===== src/rtl/aes_mmio_cmd_issuer.sv =====
// Programs one AES job over byte-wide MMIO (37 writes, then status polls); first stb 1 cycle after job_start.
// Each transaction is held until mmio_ack, with one stb-low cycle after it; a missing ack aborts the job.
module aes_mmio_cmd_issuer #(
    parameter int POLL_GAP    = 4,
    parameter int ACK_TIMEOUT = 255,
    parameter int MAX_POLLS   = 1024
) (
    input  logic         clk,
    input  logic         rst,
    input  logic         job_start,
    input  logic [15:0]  job_xaddr,
    input  logic [15:0]  job_len,
    input  logic [127:0] job_key,
    input  logic [127:0] job_ctr,
    output logic         busy,
    output logic         done,
    output logic         err,
    output logic         mmio_stb,
    output logic         mmio_wr,
    output logic [15:0]  mmio_addr,
    output logic [7:0]   mmio_wdata,
    input  logic         mmio_ack,
    input  logic [7:0]   mmio_rdata
);
    localparam logic [15:0] GAP_LAST  = (POLL_GAP > 1) ? 16'(POLL_GAP - 1) : 16'd0;
    localparam logic [7:0]  TO_LAST   = 8'(ACK_TIMEOUT - 1);
    localparam logic [10:0] POLL_LAST = 11'(MAX_POLLS - 1);

    typedef enum logic [2:0] {IDLE, WR, GAP, POLL, DONE} state_t;

    state_t        state;
    logic [15:0]   xaddr_q, len_q;
    logic [127:0]  key_q, ctr_q;
    logic [5:0]    idx;
    logic [7:0]    to_cnt;
    logic [10:0]   poll_cnt;
    logic [15:0]   gap_cnt;
    logic [15:0]   cur_addr;
    logic [7:0]    cur_data;
    logic [5:0]    off;
    logic          to_hit;
    logic          unused_rdata;

    assign unused_rdata = ^mmio_rdata[7:2];
    assign to_hit = mmio_stb && !mmio_ack && (to_cnt == TO_LAST);

    // Address/data of write idx, taken from the job fields latched at start.
    always_comb begin
        cur_addr = 16'hff00;
        cur_data = 8'h01;
        off      = 6'd0;
        if (idx < 6'd4) begin
            cur_addr = 16'hff02 + {10'd0, idx};
            case (idx[1:0])
                2'd0:    cur_data = xaddr_q[7:0];
                2'd1:    cur_data = xaddr_q[15:8];
                2'd2:    cur_data = len_q[7:0];
                default: cur_data = len_q[15:8];
            endcase
        end else if (idx < 6'd20) begin
            off      = idx - 6'd4;
            cur_addr = 16'hff10 + {10'd0, off};
            cur_data = key_q[{off[3:0], 3'b000} +: 8];
        end else if (idx < 6'd36) begin
            off      = idx - 6'd20;
            cur_addr = 16'hff20 + {10'd0, off};
            cur_data = ctr_q[{off[3:0], 3'b000} +: 8];
        end
    end

    always_ff @(posedge clk or posedge rst) begin
        if (rst) begin
            state      <= IDLE;
            busy       <= 1'b0;
            done       <= 1'b0;
            err        <= 1'b0;
            mmio_stb   <= 1'b0;
            mmio_wr    <= 1'b0;
            mmio_addr  <= 16'd0;
            mmio_wdata <= 8'd0;
            xaddr_q    <= 16'd0;
            len_q      <= 16'd0;
            key_q      <= 128'd0;
            ctr_q      <= 128'd0;
            idx        <= 6'd0;
            to_cnt     <= 8'd0;
            poll_cnt   <= 11'd0;
            gap_cnt    <= 16'd0;
        end else begin
            done <= 1'b0;
            if (mmio_stb && !mmio_ack) to_cnt <= to_cnt + 8'd1;
            else                       to_cnt <= 8'd0;

            if (to_hit) begin
                mmio_stb <= 1'b0;
                err      <= 1'b1;
                done     <= 1'b1;
                busy     <= 1'b0;
                state    <= DONE;
            end else begin
                case (state)
                    IDLE: if (job_start) begin
                        xaddr_q    <= job_xaddr;
                        len_q      <= job_len;
                        key_q      <= job_key;
                        ctr_q      <= job_ctr;
                        busy       <= 1'b1;
                        err        <= 1'b0;
                        idx        <= 6'd0;
                        poll_cnt   <= 11'd0;
                        mmio_stb   <= 1'b1;
                        mmio_wr    <= 1'b1;
                        mmio_addr  <= 16'hff02;
                        mmio_wdata <= job_xaddr[7:0];
                        state      <= WR;
                    end
                    WR: if (mmio_stb) begin
                        if (mmio_ack) begin
                            mmio_stb <= 1'b0;
                            if (idx == 6'd36) begin
                                gap_cnt <= 16'd0;
                                state   <= GAP;
                            end else begin
                                idx <= idx + 6'd1;
                            end
                        end
                    end else begin
                        mmio_stb   <= 1'b1;
                        mmio_wr    <= 1'b1;
                        mmio_addr  <= cur_addr;
                        mmio_wdata <= cur_data;
                    end
                    GAP: if (gap_cnt == GAP_LAST) begin
                        mmio_stb  <= 1'b1;
                        mmio_wr   <= 1'b0;
                        mmio_addr <= 16'hff01;
                        state     <= POLL;
                    end else begin
                        gap_cnt <= gap_cnt + 16'd1;
                    end
                    POLL: if (mmio_stb && mmio_ack) begin
                        mmio_stb <= 1'b0;
                        if (mmio_rdata[1:0] == 2'b00 || poll_cnt == POLL_LAST) begin
                            err   <= (mmio_rdata[1:0] != 2'b00);
                            done  <= 1'b1;
                            busy  <= 1'b0;
                            state <= DONE;
                        end else begin
                            poll_cnt <= poll_cnt + 11'd1;
                            gap_cnt  <= 16'd0;
                            state    <= GAP;
                        end
                    end
                    DONE:    state <= IDLE;
                    default: state <= IDLE;
                endcase
            end
        end
    end
endmodule

===== config.mk =====
export PLATFORM = sky130hd
export DESIGN_NAME = aes_mmio_cmd_issuer
export DESIGN_NICKNAME = d
export VERILOG_FILES = /design/src/rtl/aes_mmio_cmd_issuer.sv
export SDC_FILE = /design/constraint.sdc
export NUM_CORES = 1
export LEC_CHECK = 0
export ABC_AREA = 1
export CAP_MARGIN = 10
export CORE_MARGIN = 4
export CORE_UTILIZATION = 48
export CTS_CLUSTER_SIZE = 28
export DETAILED_ROUTE_END_ITERATION = 8
export HOLD_SLACK_MARGIN = 0.08
export PLACE_DENSITY = 0.77
export SYNTH_ARGS = -nofsm -noshare
export SYNTH_HDL_FRONTEND = slang
export SYNTH_SLANG_ARGS = --single-unit

===== constraint.sdc =====
create_clock -name clk -period 11.95 [get_ports clk]
set_input_delay 1.7925 -clock clk [delete_from_list [all_inputs] [get_ports clk]]
set_output_delay 1.7925 -clock clk [all_outputs]
set_load 0.005 [all_outputs]

==> out/results.ini <==
[setup_path]
cp_cell_sequence = clkdlybuf4s50_1 > nor2_4 > nand3b_4 > nand2_4 > inv_12 > buf_12 > nand2_1 > o21ai_1
critPathMaxStageDelay_ns = 0.77
cpMaxStageDelayCell = inv_12
worst-path-buf-inv = 3
cp-start-kind = input port
crit_family = buffers and inverters
worst_ep_arrival_time_ns = 5.26
crit_path_end_kind = flip-flop
cp_max_fo = 240
worstPathRequired_ns = 12.40
critPathKind = in2reg

[drt]
route.vias.total = 16200
first_pass_iters = 5
drtIter0Drc = 1055
drcViolationCount = 0
routed_wl_um = 52700
ant_nets = 0
via_per_inst = 5.20
wl_met3_um = 3570
avgRoutedWirePerCell_um = 16.9
m1WireLength_um = 22600
wl_met2_um = 24600
dr.max_layer_used = met4

[sta]
fmax_mhz = 208
period_needed_ns = 4.81
clock_skew_ns = 0.0203
rsz0062_at_grt = no
setup_violations = 0
fin_crit_sh_pct = 40.2
drv_slew = 0
tns_ns = 0
tightest_slew_ns = 1.07
holdWs_ns = 0.480
max-slew-margin-rel_pct = 28.4
fin_ws_ns = 7.14
finalHoldViolCount = 0

[placement]
place_area_um2 = 21000
gp_congestion = 0.869
portBuffers = 321
hpwl_um = 35000
pre_cts_ws_ns = 6.81
placed_cells = 3052

[clock_tree]
clock_latency_ns = 0.55
holdBufCountCts = 0
cts_resized = 0
cts_buffers = 40
clockRootBuffer = clkbuf_16
h-tree-depth = 2
clkTransAtPathRegs_ns = 0.06
cts_tree = yes
cts_setup_buffers = 0
clock-sinks = 353
clk_path_buf_depth = 3

[floorplanning]
rows = 70
start_util_pct = 48.7
die-height_um = 201
ioPinCount = 329
die_w_um = 201
core_um2 = 36700
die_area_um2 = 40400

[logic_synthesis]
async_flop_share_pct = 100
ys.flop_type = dfrtp_1
synth-seq-cells = 353
syn_inst = 2389
synth_edf_count = 0
yosysSeqAreaShare_pct = 49.4
avgSynthCellArea_um2 = 7.49
ys_types = 40
synthesis.nets = 2702
yosysWarningCount = 0
netlist_area_um2 = 17900

[global_route]
grt_pass1_vias = 16400
grt_pass1_wl_um = 84800
grt_antenna_before_repair = 1
grt_max_degree = 241
grt_usage_pct = 25.5
grt.overflow.total = 0

[finish]
syn_to_final_growth_pct = 24.9
finalNetCount = 2939
fin_util_pct = 60.9
final_area_um2 = 22300
final_cells = 3125
nFillCells = 3226
drive_above_1_share_pct = 5.08

[power]
total_power_mw = 5.43
p_leak_nw = 10.6
ir_drop_uv = 149
cellPowerDensity_nw_per_um2 = 243

[min_path]
hold_path.class = reg2reg

[run]
maxCapViolCount = 0

[run_status]
status = completed

[where the power goes]
part           internal (mW)  leakage, nW  switching (mW)  total, mW
Sequential              1.71         4.42           0.227       1.93
Clock                  0.712        0.655           0.510       1.22
Combinational          0.777         5.57            1.49       2.27
Total                   3.20         10.6            2.23       5.43
[cells in the final DEF (no fill, tap or decap), types with 11 or more instances in the layout]
master             n
inv_1            221
nand3_1          195
a21oi_1           23
ha_1              13
clkbuf_16         40
nand2_1          954
dfrtp_1          350
clkbuf_8          11
nor3_1            13
inv_2             11
o211ai_1          21
o21ai_1          180
clkdlybuf4s50_1  321
nor2_1           126
o21ai_0           58
xor2_1            15
[metal layers]
metal / global-route usage (%) / vias up
met2: 41.3 / 591
met3: 4.75 / 115
met1: 34.4 / 7629
met4: 9.69 / 0
li1: - / 7911
met5: 0 / -
[area by class of cell]
type,count,area (um^2),area share [%]
antenna,2,5.00,0.0224
clock buffer,57,1170,5.26
clock inverter,14,136,0.610
inverter,237,910,4.07
multi-input combinational,1662,7370,33.0
sequential,353,8840,39.6
tap,468,586,2.62
timing repair buffer,332,3320,14.9
[flip-flops by register name (all words and copies together) (netlist names), 11 cells and up]
register	cells
xaddr_q	16
gap_cnt	16
len_q	16
ctr_q	128
poll_cnt	11
key_q	128
[worst min-delay path: stages, from the launching register on]
cell and delay (ns):
dfrtp_1 0.34, nand2_1 0.05, nand2_1 0.05
[path summary, 6_finish.rpt]
kind / cells past startpoint / startpoint / slack, ns / to
min: 2 / ctr_q[71]$_DFFE_PP0P_ / 0.48 / ctr_q[71]$_DFFE_PP0P_
max: 8 / mmio_ack / 7.14 / ctr_q[50]$_DFFE_PP0P_
max in group asynchronous: 4 / rst / 7.84 / ctr_q[77]$_DFFE_PP0P_
min reg2reg: 2 / ctr_q[71]$_DFFE_PP0P_ / 0.48 / ctr_q[71]$_DFFE_PP0P_
min in group asynchronous: 2 / rst / 1.78 / ctr_q[29]$_DFFE_PP0P_
max reg2reg: 9 / to_cnt[0]$_DFF_PP0_ / 8.29 / ctr_q[50]$_DFFE_PP0P_
[logic make-up (layout without fill, tap and decap cells)]
group           after synthesis  in the layout  share of synthesized area, %
simple gates               1326           1326                          30.2
buf+inv                     374            640                          9.42
flops                       353            353                          49.4
compound gates              303            303                          9.18
xor+xnor                     19             19                         0.930
fa+ha+maj                    13             13                         0.909
other cells                   1              3                        0.0210
[synth_stat cells (13+ instances only)]
library cell,number,area [um^2]
nand3_1,195,976
ha_1,13,163
o21ai_1,180,901
nand2_1,954,3580
xor2_1,15,131
dfrtp_1,353,8830
a21oi_1,23,115
buf_2,61,305
inv_1,224,841
o21ai_0,58,290
nor2_1,126,473
nor3_1,13,65.1
o211ai_1,21,158
buf_4,38,285
clkbuf_1,26,97.6
(Power assumes the default switching activity.)
